==> src/rtl/serial_add_pkg.sv <==
// -----------------------------------------------------------------------------
// serial_add_pkg
// Shared types and constants for the bit-serial adder sequencer.
//   state_e        : controller state encoding (IDLE / RUN / DONE)
//   DEFAULT_WIDTH  : default operand/result width in bits
// -----------------------------------------------------------------------------
package serial_add_pkg;

   localparam int DEFAULT_WIDTH = 8;

   typedef enum logic [1:0] {
      IDLE = 2'd0,
      RUN  = 2'd1,
      DONE = 2'd2
   } state_e;

endpackage : serial_add_pkg

==> src/rtl/serial_adder_ctrl_if.sv <==
// -----------------------------------------------------------------------------
// serial_adder_ctrl_if
// Start/done handshake bundle between a requester and serial_adder_ctrl.
//   start        : request pulse, only sampled while the adder is idle
//   a, b, cin    : operands, captured on the accepted start edge
//   sub          : (SERIAL_ADD_SUB_EN only) subtract request, captured with start
//   busy         : high while an operation is in RUN or DONE
//   done         : one-cycle pulse, sum/cout valid
//   sum, cout    : result, held until the next operation completes
// Handshake: a start is accepted on the rising edge where start=1 and busy=0;
// start while busy=1 is dropped, never queued. Exactly one done pulse follows
// every accepted start unless reset intervenes.
// Modports: master = requester side, slave = adder side.
// Optional feature macro: SERIAL_ADD_SUB_EN.
// -----------------------------------------------------------------------------
interface serial_adder_ctrl_if #(
   parameter int WIDTH = serial_add_pkg::DEFAULT_WIDTH
);
   logic             start;
   logic [WIDTH-1:0] a;
   logic [WIDTH-1:0] b;
   logic             cin;
`ifdef SERIAL_ADD_SUB_EN
   logic             sub;
`endif
   logic             busy;
   logic             done;
   logic [WIDTH-1:0] sum;
   logic             cout;

   modport master (
      output start, a, b, cin,
`ifdef SERIAL_ADD_SUB_EN
      output sub,
`endif
      input  busy, done, sum, cout
   );

   modport slave (
      input  start, a, b, cin,
`ifdef SERIAL_ADD_SUB_EN
      input  sub,
`endif
      output busy, done, sum, cout
   );

endinterface : serial_adder_ctrl_if

==> src/rtl/fullAdder.sv <==
// -----------------------------------------------------------------------------
// fullAdder
// Single-bit full-adder cell.
//   a_i, b_i, cin_i : addend bits and carry-in
//   sum_o, cout_o   : sum bit and carry-out
// -----------------------------------------------------------------------------
module fullAdder (
   input  logic a_i,
   input  logic b_i,
   input  logic cin_i,
   output logic sum_o,
   output logic cout_o
);

   logic half_s;

   assign half_s = a_i ^ b_i;
   assign sum_o  = half_s ^ cin_i;
   assign cout_o = (a_i & b_i) | (cin_i & half_s);

endmodule : fullAdder

==> src/rtl/serial_adder_ctrl.sv <==
// -----------------------------------------------------------------------------
// serial_adder_ctrl
// Bit-serial adder: one fullAdder cell is time-shared over WIDTH clocks,
// LSB first, giving {cout,sum} = a + b + cin (mod 2^(WIDTH+1)).
// Ports:
//   clk     : rising-edge clock
//   rst_n   : synchronous active-low reset; aborts any operation, no done
//   bus     : serial_adder_ctrl_if.slave (start/a/b/cin[/sub] in,
//             busy/done/sum/cout out)
//   state_o : current controller state, for observation
// Timing: start accepted at edge 0, WIDTH RUN edges, done high during the
// cycle after edge WIDTH, back in IDLE one cycle later (WIDTH+2 per op).
// Optional feature macro: SERIAL_ADD_SUB_EN adds bus.sub; when set, b is
// inverted at capture and the carry starts at 1, giving a - b (cout=1 means
// no borrow).
// -----------------------------------------------------------------------------
module serial_adder_ctrl
   import serial_add_pkg::*;
#(
   parameter int WIDTH = DEFAULT_WIDTH
) (
   input  logic                clk,
   input  logic                rst_n,
   serial_adder_ctrl_if.slave  bus,
   output state_e              state_o
);

   localparam int               CNT_W    = $clog2(WIDTH);
   localparam logic [CNT_W-1:0] CNT_LAST = CNT_W'(WIDTH - 1);

   state_e             state_q, state_d;
   logic [WIDTH-1:0]   a_sh_q;
   logic [WIDTH-1:0]   b_sh_q;
   logic [WIDTH-1:0]   sum_sh_q;
   logic [WIDTH-1:0]   sum_sh_d;
   logic               carry_q;
   logic [CNT_W-1:0]   cnt_q;
   logic [WIDTH-1:0]   sum_q;
   logic               cout_q;

   logic               fa_sum;
   logic               fa_cout;
   logic [WIDTH-1:0]   b_cap;
   logic               carry_cap;
   logic               last_bit;

   // Operand conditioning at capture time; subtraction is a + ~b + 1.
`ifdef SERIAL_ADD_SUB_EN
   assign b_cap     = bus.sub ? ~bus.b : bus.b;
   assign carry_cap = bus.sub | bus.cin;
`else
   assign b_cap     = bus.b;
   assign carry_cap = bus.cin;
`endif

   fullAdder u_fa (
      .a_i    (a_sh_q[0]),
      .b_i    (b_sh_q[0]),
      .cin_i  (carry_q),
      .sum_o  (fa_sum),
      .cout_o (fa_cout)
   );

   // New sum bit enters at the MSB so that after WIDTH shifts the first
   // (LSB) result bit has travelled down to position 0.
   assign sum_sh_d = {fa_sum, sum_sh_q[WIDTH-1:1]};
   assign last_bit = (cnt_q == CNT_LAST);

   // ---------------- FSM: state register ----------------
   always_ff @(posedge clk) begin
      if (!rst_n) begin
         state_q <= IDLE;
      end else begin
         state_q <= state_d;
      end
   end

   // ---------------- FSM: next state ----------------
   always_comb begin
      state_d = state_q;
      case (state_q)
         IDLE:    if (bus.start) state_d = RUN;
         RUN:     if (last_bit)  state_d = DONE;
         DONE:    state_d = IDLE;
         default: state_d = IDLE;
      endcase
   end

   // ---------------- FSM: outputs ----------------
   always_comb begin
      bus.busy = (state_q == RUN) || (state_q == DONE);
      bus.done = (state_q == DONE);
      bus.sum  = sum_q;
      bus.cout = cout_q;
      state_o  = state_q;
   end

   // ---------------- Datapath: shifters, carry, counter, result ----------------
   always_ff @(posedge clk) begin
      if (!rst_n) begin
         a_sh_q   <= '0;
         b_sh_q   <= '0;
         sum_sh_q <= '0;
         carry_q  <= 1'b0;
         cnt_q    <= '0;
         sum_q    <= '0;
         cout_q   <= 1'b0;
      end else begin
         case (state_q)
            IDLE: begin
               if (bus.start) begin
                  a_sh_q   <= bus.a;
                  b_sh_q   <= b_cap;
                  carry_q  <= carry_cap;
                  cnt_q    <= '0;
                  sum_sh_q <= '0;
               end
            end
            RUN: begin
               a_sh_q   <= a_sh_q >> 1;
               b_sh_q   <= b_sh_q >> 1;
               sum_sh_q <= sum_sh_d;
               carry_q  <= fa_cout;
               cnt_q    <= cnt_q + CNT_W'(1);
               // Result registers only change on the final bit, so the
               // previous result stays visible throughout a new operation.
               if (last_bit) begin
                  sum_q  <= sum_sh_d;
                  cout_q <= fa_cout;
               end
            end
            default: ;
         endcase
      end
   end

endmodule : serial_adder_ctrl
==> src/flat_wrapper.sv <==
// flat-port wrapper written by rule: the top's interface ports become plain ports
module serial_adder_ctrl_flat import serial_add_pkg::*;
#(
   parameter int WIDTH = DEFAULT_WIDTH
)
  (clk, rst_n, state_o, bus_start, bus_a, bus_b, bus_cin, bus_busy, bus_done, bus_sum, bus_cout);
  serial_adder_ctrl_if #(.WIDTH(WIDTH)) bus_i ();
  input  logic clk;
  input  logic rst_n;
  output state_e state_o;
  input wire logic [$bits(bus_i.start)-1:0] bus_start;
  input wire logic [$bits(bus_i.a)-1:0] bus_a;
  input wire logic [$bits(bus_i.b)-1:0] bus_b;
  input wire logic [$bits(bus_i.cin)-1:0] bus_cin;
  output wire logic [$bits(bus_i.busy)-1:0] bus_busy;
  output wire logic [$bits(bus_i.done)-1:0] bus_done;
  output wire logic [$bits(bus_i.sum)-1:0] bus_sum;
  output wire logic [$bits(bus_i.cout)-1:0] bus_cout;
  assign bus_i.start = bus_start;
  assign bus_i.a = bus_a;
  assign bus_i.b = bus_b;
  assign bus_i.cin = bus_cin;
  assign bus_busy = bus_i.busy;
  assign bus_done = bus_i.done;
  assign bus_sum = bus_i.sum;
  assign bus_cout = bus_i.cout;
  serial_adder_ctrl #(.WIDTH(WIDTH)) u_core (.clk(clk), .rst_n(rst_n), .bus(bus_i), .state_o(state_o));
endmodule
==> config.mk <==
export PLATFORM = sky130hd
export DESIGN_NAME = serial_adder_ctrl_flat
export DESIGN_NICKNAME = d
export VERILOG_FILES = /design/src/rtl/serial_add_pkg.sv /design/src/rtl/serial_adder_ctrl_if.sv /design/src/rtl/fullAdder.sv /design/src/rtl/serial_adder_ctrl.sv /design/src/flat_wrapper.sv
export SDC_FILE = /design/constraint.sdc
export NUM_CORES = 1
export LEC_CHECK = 0
export BUFFER_PORTS_ARGS = -buffer_cell sky130_fd_sc_hd__buf_2
export CAP_MARGIN = 15
export CORE_ASPECT_RATIO = 0.75
export CORE_UTILIZATION = 53
export CTS_CLUSTER_SIZE = 16
export DETAILED_ROUTE_END_ITERATION = 6
export GPL_ROUTABILITY_DRIVEN = 0
export PLACE_DENSITY = 0.79
export SLEW_MARGIN = 20
export SYNTH_ARGS = -nofsm -noshare
export SYNTH_HDL_FRONTEND = slang
export SYNTH_SLANG_ARGS = --single-unit
==> constraint.sdc <==
create_clock -name clk -period 1.9 [get_ports clk]
set_clock_uncertainty 0.15 [all_clocks]
set_input_delay 0.19 -clock clk [delete_from_list [all_inputs] [get_ports clk]]
set_output_delay 0.19 -clock clk [all_outputs]
set_load 0.01 [all_outputs]
# Yosys cells after proc, flatten, opt, wreduce, memory -nomap -nowiden
# Index checks and enable logic that the tools add are counted.
totals:
  reg_bits: 39
  in_bits: 20
  out_inout_bits: 13
  wordCells: 38
classes:
  n_addsub: 1
  n_eq_ne: 5
  mux: 13
  bitwise_logic: 5
  reduce_logical: 6
ops:
  columns: ["operator", "n"]
  rows:
  - ["$pmux 8 s2", 3]
  - ["$mux 8", 3]
  - ["$pmux 3 s2", 1]
  - ["$reduce_and 2->1", 3]
  - ["$mux 2", 2]
  - ["$pmux 2 s2", 1]
  - ["$add 3x1->3 const B", 1]
  - ["$eq 3x3->1 const B", 1]
  - ["$mux 3", 1]
  - ["$and 1x1->1", 2]
  - ["$eq 2x1->1 const B", 1]
  - ["$eq 2x2->1 const B", 1]
  - ["$logic_not 2->1", 1]
  - ["$ne 2x1->1 const B", 1]
  - ["$ne 2x2->1 const B", 1]
  - ["$pmux 1 s2", 1]
  - ["$reduce_bool 2->1", 1]
  - ["$xor 1x1->1", 2]
  - ["$logic_or 1x1->1", 1]
  - ["$mux 1", 1]
  - ["$or 1x1->1", 1]

# Depth between registers and ports, before layout
# Gate-level depths: netlist of the first run.
depth:
  ltp_word: 4
  ltp_mapped: 7

# By module
# A second synthesis of the first run with hierarchy kept.
unflattened:
  cells_unflattened: 171
  hier_area_um2: 1730.4
by_module_without_submodules:
  columns: ["module", "n_inst", "cells_per_inst", "area_each_um2"]
  rows:
  - ["serial_adder_ctrl", 1, 170, 1710.4]
  - ["fullAdder", 1, 1, 20.0]

# Worst setup path before layout of the first run
# Ideal clock, no wire load.
synth_timing:
  path_kind: "reg2reg"
  startpoint: "register u_core.state_q[0], in the netlist u_core.state_o[0]"
  endpoint: "register u_core.a_sh_q[0]"
  setup_ps: 116
  t_arrival_ps: 1384
  setup_slack_ps: 250
  path_stages_with_launch: 6
  n_path_buf: 1
  synth_period_minus_slack_ps: 1650
  cell_sequence: "dfxtp_1 inv_1 ha_1 mux2_4 buf_6 o211a_1"
synth_via:
  elab_chain_cells: 3
  word_cells_on_any_way: 6
  cone_classes: "eq/ne: 2; mux: 1; reduce/logical: 3"
synth_lines:
  columns: ["element", "line", "rtl"]
  rows:
  - ["start, declared", "serial_adder_ctrl.sv:31", "state_e state_q, state_d;"]
  - ["start signal, assigned", "serial_adder_ctrl.sv:74", "state_q <= state_d;"]
  - ["$eq 2x1->1 / $logic_not 2->1 (equally long branches)", "serial_adder_ctrl.sv:109", "case (state_q)"]
  - ["$reduce_bool 2->1 (no source line) / $ne 2x2->1 (equally long branches)", null, null]
  - ["$reduce_and 2->1 (no source line)", null, null]
  - ["end signal, assigned", "serial_adder_ctrl.sv:112", "a_sh_q <= bus.a;"]
  - ["end signal, assigned", "serial_adder_ctrl.sv:120", "a_sh_q <= a_sh_q >> 1;"]
  - ["end, declared", "serial_adder_ctrl.sv:32", "logic [WIDTH-1:0] a_sh_q;"]
# Parallel ways exist; a longest one is shown, timed or not.
# A chain may end at the register's enable or synchronous reset.

# Worst setup path after layout of the first run
layout_timing:
  startpoint: "register u_core.state_q[1], in the netlist u_core.state_o[1]"
  endpoint: "register u_core.a_sh_q[1]"
# Same word-level chain as after synthesis.

==> results.toml, run 1 <==
[pwr]
ir_worst_vdd_mv = 0.5873
leakage_uw = 0.0009827
p_per_area_nw_per_um2 = 821.5

[sta]
worstMarginPinSlew_ns = 0.6006
fmax_mhz = 579.7
maxSlewViolCount = 0
fin_hold_ws_ns = 0.02394
hold_viol_final = 0
period_needed_ns = 1.725
fin_tns_setup_ns = 0
worst_slack_ns = 0.1749
grt_setup_unrepaired = "false"
slew_headroom_pct = 59.96
setup_viol = 0
finalCritPeriodShare_pct = 90.80

[clock_tree]
numCtsBuffers = 5
clock_sinks = 38
cts_resized = 0
hold_buffers = 0
clk_latency_ns = 0.29
cts_setup_buffers = 0
clk_pin_slew_ns = 0.07
cts_tree = "done"
cts_htree_levels = 2
cts_max_path_buffers = 2
root_buffer = "clkbuf_8"

[routing]
post_drt_wl_per_cell_um = 14.28
drt_iter0_markers = 99
drt-pass1-iter-count = 4
ant_nets = 0
routed_wl_um = 3671
vias = 1484
drc_errors = 0
routed_via_density = 5.774

[place]
dp_slack_ns = 0.1110
place.port_buffers = 32
dp_hpwl_um = 2539

[setup_path]
crit_arrival_ns = 1.76
cp-startpoint = "u_core.state_o[1]$_SDFFE_PN0P_"
endpoint = "u_core.a_sh_q[1]$_SDFFE_PN0P_"
start_kind = "flip-flop"
cp-end-kind = "flip-flop"
regToRegStartpoint = "u_core.state_o[1]$_SDFFE_PN0P_"
ff2ff_path_depth = 5
r2r_end = "u_core.a_sh_q[1]$_SDFFE_PN0P_"
r2r_slack_ns = 0.17
crit_type = "reg -> reg"
crit_required_ns = 1.93
timing.critical_path.fanout_max = 32

[synthesis]
syn-num-nets = 214
synth_seq_area_share_pct = 41.08
avgSynthCellArea_um2 = 9.850
ys_types = 25
yosys_warnings = 0
ys_ff_latch = 38
synth_area_um2 = 1852
synth_cells = 188

[die]
core_um2 = 3311
initial_core_util_pct = 55.93
num_rows = 18
die_w_um = 70.26
die_area_um2 = 3737
io_pins = 33
dieHeight_um = 53.19

[run_status]
status = "finished clean"

[flow_run]
maxCapViolations = 0

[final_layout]
drive_above_1_share_pct = 22.12
diodes = 0
area_growth_pct = 14.39
finish.utilization_pct = 63.98
nNetsFinal = 242

[global_route]
grt_start_max_net_pins = 39
grt_pass1_wl_um = 6113
grt_antenna_before_repair = 0
grt_pass1_vias = 1387
grt.overflow.total = 0
grt_usage_pct = 21.42

[min_path]
min_path_type = "in -> reg"
==> per-stage QoR <==
| stage | power [uW] | area [um^2] | cells |
|---|---|---|---|
| after floorplan | 1127 | 1852 | 188 |
| after global placement | 1178 | 2022 | 249 |
| after detailed placement | 1195 | 2022 | 249 |
| after CTS | 1754 | 2113 | 257 |
| after global routing | 1823 | 2118 | 257 |
| final | 1740 | 2118 | 257 |
==> placed cells by master (no fill, tap or decap) <==
cell and instances:
dfxtp_1 38, buf_2 32, nand2_1 27, mux2i_1 23, o211a_1 15, a21boi_1 11
nand3_1 9, nor2_1 8, a32o_1 7, o21a_1 7, clkbuf_8 6, nand3b_1 3
a21oi_1 3, nor2b_1 3, ha_1 3, buf_4 3, inv_1 2, o21ai_1 2
nand2b_1 2, a32oi_1 2, ha_2 2, buf_12 2, nor2b_2 1, xnor2_1 1
o211ai_1 1, mux2_4 1, fa_1 1, clkinv_2 1, clkbuf_1 1
==> cell usage after synthesis, drive strengths merged <==
| library cell | n | area share (%) |
|---|---|---|
| o21a | 7 | 2.8 |
| mux2 | 1 | 0.81 |
| nor2 | 8 | 1.6 |
| nand3b | 3 | 1.2 |
| o21ai | 2 | 0.54 |
| nand2b | 2 | 0.68 |
| buf | 12 | 4.9 |
| a21oi | 3 | 0.81 |
| nand3 | 9 | 2.4 |
| o211a | 15 | 8.1 |
| a32o | 7 | 3.8 |
| nand2 | 27 | 5.5 |
| o211ai | 1 | 0.41 |
| dfxtp | 38 | 41 |
| ha | 5 | 3.4 |
| xnor2 | 1 | 0.47 |
| clkbuf | 4 | 0.81 |
| inv | 2 | 0.41 |
| fa | 1 | 1.1 |
| nor2b | 4 | 1.4 |
| mux2i | 23 | 12 |
| a21boi | 11 | 4.5 |
| a32oi | 2 | 0.95 |
==> power breakdown <==
| group | internal (uW) | leakage (uW) | switching (uW) |
|---|---|---|---|
| Clock | 292 | 0.0000482 | 268 |
| Sequential | 844 | 0.000310 | 30.8 |
| Combinational | 148 | 0.000624 | 158 |
==> cell type report <==
type,count,area [um^2]
inverter,2,7.507
fill,280,1192
clock inverter,1,5.005
tap,40,50.05
clock buffer,7,86.33
timing repair buffer,37,222.7
sequential,38,760.7
multi-input combinational,132,985.9
==> worst max-delay path, cell delays in order, from the launching register on <==
cell     delay [ns]
dfxtp_1        0.35
inv_1          0.09
ha_2           0.36
mux2_4         0.42
nand2_1        0.11
o211a_1        0.14
==> per-layer routing <==
metal	GRT usage [%]	wire, um
met5	0	0
met2	37.14	1769
met3	4.952	159
met1	25.76	1721
met4	9.333	21
==> worst min-delay path by stage <==
stage               slack [ns]  cells past startpoint                             end                           start
finish                    0.02                      3   u_core.b_sh_q[7]$_SDFFE_PN0P_                        bus_b[7]
detailed placement        0.30                      2  u_core.bus.sum[7]$_SDFFE_PN0P_  u_core.bus.sum[7]$_SDFFE_PN0P_
global route              0.03                      3   u_core.b_sh_q[7]$_SDFFE_PN0P_                        bus_b[7]
floorplan                 0.20                      2   u_core.a_sh_q[7]$_SDFFE_PN0P_                        bus_a[7]
global placement          0.29                      2   u_core.b_sh_q[7]$_SDFFE_PN0P_   u_core.b_sh_q[7]$_SDFFE_PN0P_
CTS                       0.02                      3   u_core.b_sh_q[7]$_SDFFE_PN0P_                        bus_b[7]
==> kinds of logic (layout without fill, tap and decap cells) <==
kind of cell,after synthesis,after routing,share of synthesized area [%]
adder cells (fa/ha/maj),6,6,4.460
buffers and inverters,18,47,6.081
XOR/XNOR,1,1,0.4731
AND/OR/NAND/NOR,53,53,12.77
flip-flops,38,38,41.08
multiplexers,24,24,13.24
AO/OA/AOI/OAI,48,48,21.89
==> state kept, by name, summed over array words and instances (netlist names) <==
name,cells
u_core.a_sh_q,8
u_core.b_sh_q,8
u_core.bus.sum,8
u_core.sum_sh_q,7
u_core.cnt_q,3
u_core.state_o,2
u_core.bus.cout,1
u_core.carry_q,1
(Power assumes the default switching activity.)
==> run 2, diff against run 1 <==
- REMOVE_ABC_BUFFERS: default -> 1
==> run 2 against run 1 <==
Routed wire length fell by 5.8%. Non-clock buffer count decreased by 1. Cell count decreased by 0.78%. Register-to-register slack worse by 0.04 ns. Critical endpoint is now u_core.b_sh_q[4]$_SDFFE_PN0P_.
==> results.toml, run 2 (same netlist as run 1, synthesis figures left out) <==
[final_layout]
drive_above_1_share_pct = 21.40
final_cell_mix = "dfxtp_1, buf_2, nand2_1"
area_growth_pct = 15.00
diodes = 0
nNetsFinal = 241
mostFrequentLayoutCell = "dfxtp_1"
n_fill_cell = 275

[sta]
period_needed_ns = 1.764
worst_slack_ns = 0.1360
finalCritPeriodShare_pct = 92.84
fmax_mhz = 566.9
slew_headroom_pct = 59.45
maxSlewViolCount = 0
grt_setup_unrepaired = "false"
worstMarginPinSlew_ns = 0.6082
hold_viol_final = 0
setup_viol = 0
fin_tns_setup_ns = 0

[global_route]
grt.overflow.total = 0
use_met3_pct = 4.762
grt_busiest_layer = "met2"
met2_usage_pct = 34.60
grt_pass1_vias = 1290
grt_usage_pct = 19.10
grt_use_met1_pct = 22.93
grt_pass1_wl_um = 5595
grt_start_max_net_pins = 39
grt_antenna_before_repair = 0

[routing]
drc_errors = 0
ant_nets = 0
routed_via_density = 5.647
vias = 1440
routed_wl_um = 3457
drt-pass1-iter-count = 4
drt_iter0_markers = 81
post_drt_wl_per_cell_um = 13.56

[place]
dp_slack_ns = 0.03210
place.port_buffers = 32
dp_hpwl_um = 2459

[die]
num_rows = 18
initial_core_util_pct = 55.93
die_w_um = 70.26
die_area_um2 = 3737
core_um2 = 3311
io_pins = 33
dieHeight_um = 53.19

[clock_tree]
cts_htree_levels = 2
root_buffer = "clkbuf_8"
cts_max_path_buffers = 2
cts_setup_buffers = 0
cts_tree = "done"
hold_buffers = 0
clk_latency_ns = 0.27
clock_sinks = 38
cts_resized = 0
numCtsBuffers = 5
clk_pin_slew_ns = 0.07

[flow_run]
maxCapViolations = 0

[min_path]
min_path_type = "in -> reg"
hold_depth = 3

[setup_path]
ff2ff_path_depth = 4
cp-end-kind = "flip-flop"
crit_arrival_ns = 1.78
crit_required_ns = 1.92
crit_type = "reg -> reg"
start_kind = "flip-flop"
timing.critical_path.fanout_max = 32

[pwr]
leakage_uw = 0.0009908
p_per_area_nw_per_um2 = 866.1
ir_worst_vdd_mv = 0.7673

[run_status]
status = "finished clean"
## run 2: metal layers
metal,vias up,wire [um]
li1,733,-
met1,669,1615
met2,36,1654
met3,2,177
met4,0,10
met5,-,0
## run 2: area by class of cell
class,count,area (um^2),share of cell area (%)
Timing Repair Buffer,36,215.2,10.11
Tap cell,40,50.05,2.350
Clock inverter,1,30.03,1.410
Sequential cell,38,760.7,35.72
Inverter,2,7.507,0.3525
Clock buffer,6,82.58,3.878
Multi-Input combinational cell,132,983.4,46.18
## run 2: worst max-delay path, stage by stage (launching register included)
cell,delay (ns)
dfxtp_1,0.34
inv_1,0.09
ha_1,0.35
mux2_4,0.46
o211a_1,0.25
## run 2: through the flow
step / utilization (%) / total power, uW / hold slack (ns) / cell area [um^2] / cells
6_report: 64.32 / 1844 / 0.02966 / 2130 / 255
5_1_grt: 64.32 / 1933 / 0.02019 / 2130 / 255
4_1_cts: 64.25 / 1859 / 0.02815 / 2127 / 255
3_5_place_dp: 60.85 / 1185 / 0.2976 / 2014 / 248
3_3_place_gp: 60.85 / 1171 / 0.2897 / 2014 / 248
2_1_floorplan: - / 1087 / 0.1575 / 1747 / 172
## run 2: final timing paths
path | from | end | slack, ns
max | u_core.state_o[1]$_SDFFE_PN0P_ | u_core.b_sh_q[4]$_SDFFE_PN0P_ | 0.14
min | bus_b[7] | u_core.b_sh_q[7]$_SDFFE_PN0P_ | 0.03
max reg2reg | u_core.state_o[1]$_SDFFE_PN0P_ | u_core.b_sh_q[4]$_SDFFE_PN0P_ | 0.14
min reg2reg | u_core.bus.sum[3]$_SDFFE_PN0P_ | u_core.bus.sum[3]$_SDFFE_PN0P_ | 0.30
## run 2: report_power, final
group / internal, uW / leakage (uW) / switching (uW)
Clock: 420 / 0.0000573 / 256
Combinational: 142 / 0.000623 / 153
Sequential: 844 / 0.000310 / 29.6
Total: 1410 / 0.000991 / 439
==> run 3, diff against run 2 <==
- CORE_ASPECT_RATIO: 0.75 -> default
==> run 3 against run 2 <==
Sequential power about the same. Maximum frequency down 1.2%. First-iteration DRC count down 23%. Total power up 0.98%. Sequential cell count unchanged. Register-to-register slack worse by 0.02 ns. Global-route usage up 1.8 points. Cell area about the same. Largest power group unchanged. Highest routed layer unchanged.
==> results.toml, run 3 (same netlist as run 1, synthesis figures left out) <==
[final_layout]
drive_above_1_share_pct = 21.20
mostFrequentLayoutCell = "dfxtp_1"
design_area_um2 = 2131
diodes = 0
final_cell_mix = "dfxtp_1, buf_2, nand2_1"
finish.utilization_pct = 63.85
n_fill_cell = 307
nNetsFinal = 242
regArea_um2 = 760.7
multiInputGateArea_um2 = 983.4
area_growth_pct = 15.07

[clock_tree]
clk_pin_slew_ns = 0.13
clock_sinks = 38
cts_tree = "done"
numCtsBuffers = 5
clk_latency_ns = 0.36
cts_setup_buffers = 0
cts_max_path_buffers = 2
root_buffer = "clkbuf_4"
cts_htree_levels = 2

[setup_path]
regToRegStartpoint = "u_core.state_o[1]$_SDFFE_PN0P_"
cp_top_family = "multiplexers"
ff2ff_path_depth = 4
endpoint = "u_core.b_sh_q[1]$_SDFFE_PN0P_"
start_kind = "flip-flop"
path_buf_inv = 1
r2r_slack_ns = 0.11
crit_arrival_ns = 1.88
crit_type = "reg -> reg"
crit_cells = 4
cp-end-kind = "flip-flop"
crit_required_ns = 2.00
r2r_end = "u_core.b_sh_q[1]$_SDFFE_PN0P_"
timing.critical_path.fanout_max = 32
cp-startpoint = "u_core.state_o[1]$_SDFFE_PN0P_"
slowest_delay_ns = 0.46
crit_chain = "inv_1 > ha_1 > mux2_4 > o211a_1"
slowest_stage = "mux2_4"

[sta]
finalCritPeriodShare_pct = 93.97
period_needed_ns = 1.785
slew_headroom_pct = 60.26
worstMarginPinSlew_ns = 0.5960
fin_hold_ws_ns = 0.02382
fmax_mhz = 560.1
grt_setup_unrepaired = "false"
setup_viol = 0
hold_viol_final = 0
maxSlewViolCount = 0

[global_route]
grt_pass1_vias = 1266
grt_pass1_wl_um = 5540
grt_start_max_net_pins = 39
grt_antenna_before_repair = 0
grt.overflow.total = 0
grt_usage_pct = 20.86

[routing]
ant_nets = 0
routed_wl_um = 3467
drt-pass1-iter-count = 4
drc_errors = 0
vias = 1446
drt_iter0_markers = 62
post_drt_wl_per_cell_um = 13.18
routed_via_density = 5.498

[place]
dp_hpwl_um = 2397
place.port_buffers = 32
placed_area_um2 = 2002

[die]
core_um2 = 3337
num_rows = 21
die_w_um = 61.11
initial_core_util_pct = 55.49
dieHeight_um = 61.11
io_pins = 33
die_area_um2 = 3734

[pwr]
leakage_uw = 0.0009883
ir_worst_vdd_mv = 0.4960
p_per_area_nw_per_um2 = 874.0

[min_path]
min_path_type = "in -> reg"
hold_depth = 4

[flow_run]
maxCapViolations = 0

[run_status]
status = "finished clean"
run 3: metal layers:
layer / wire length [um] / global-route usage [%] / vias to the layer above / share of wire, %
li1: - / - / 728 / -
met1: 1527 / 24.05 / 676 / 44
met2: 1694 / 34.63 / 33 / 49
met3: 158 / 6.092 / 9 / 4.6
met4: 87 / 11.69 / 0 / 2.5
met5: 0 / 0 / - / 0
run 3: worst min-delay path by stage:
stage,startpoint,end,slack [ns]
after global routing,bus_a[0],u_core.a_sh_q[0]$_SDFFE_PN0P_,0.04
after detailed placement,u_core.bus.sum[4]$_SDFFE_PN0P_,u_core.bus.sum[4]$_SDFFE_PN0P_,0.30
final,bus_a[2],u_core.a_sh_q[2]$_SDFFE_PN0P_,0.02
after floorplan,rst_n,u_core.cnt_q[1]$_SDFFE_PN0P_,0.16
after CTS,bus_a[5],u_core.a_sh_q[5]$_SDFFE_PN0P_,0.02
after global placement,u_core.bus.sum[2]$_SDFFE_PN0P_,u_core.bus.sum[2]$_SDFFE_PN0P_,0.29
run 3: layout make-up:
class                   count  area share, %
repair buffers             37          10.10
multi-input cells         132          46.15
inverters                   2         0.3523
clock buffers               5          1.762
clock inverters             3          3.230
flip-flops and latches     38          35.70
well taps                  46          2.701
run 3: what timing repair did:
action,in CTS,in global routing
endpoints found under the hold margin,2,0
setup endpoints to repair,0,7
hold buffers,2,0
resized for setup,0,1
run 3: power by group:
group	total, uW	internal [uW]	switching (uW)	leakage, uW
Clock	698	412	287	0.0000554
Sequential	874	844	29.9	0.000310
Combinational	291	139	152	0.000623
run 3: worst min-delay path: cells and delay by family:
kind                   cells  cell delay (ns)
AOI/OAI and AO/OA          1             0.13
buffers and inverters      1             0.07
and+or+nand+nor            1             0.06
muxes                      1             0.05
run 3: per-stage QoR:
step / cells / total power, uW / setup TNS [ns] / setup WS [ns]
4_1_cts: 263 / 1873 / 0 / 0.03478
2_1_floorplan: 172 / 1087 / -24.73 / -0.7401
3_3_place_gp: 253 / 1164 / 0 / 0.2103
6_report: 263 / 1862 / 0 / 0.1146
5_1_grt: 263 / 1939 / 0 / 0.01365
3_5_place_dp: 253 / 1180 / 0 / 0.07539
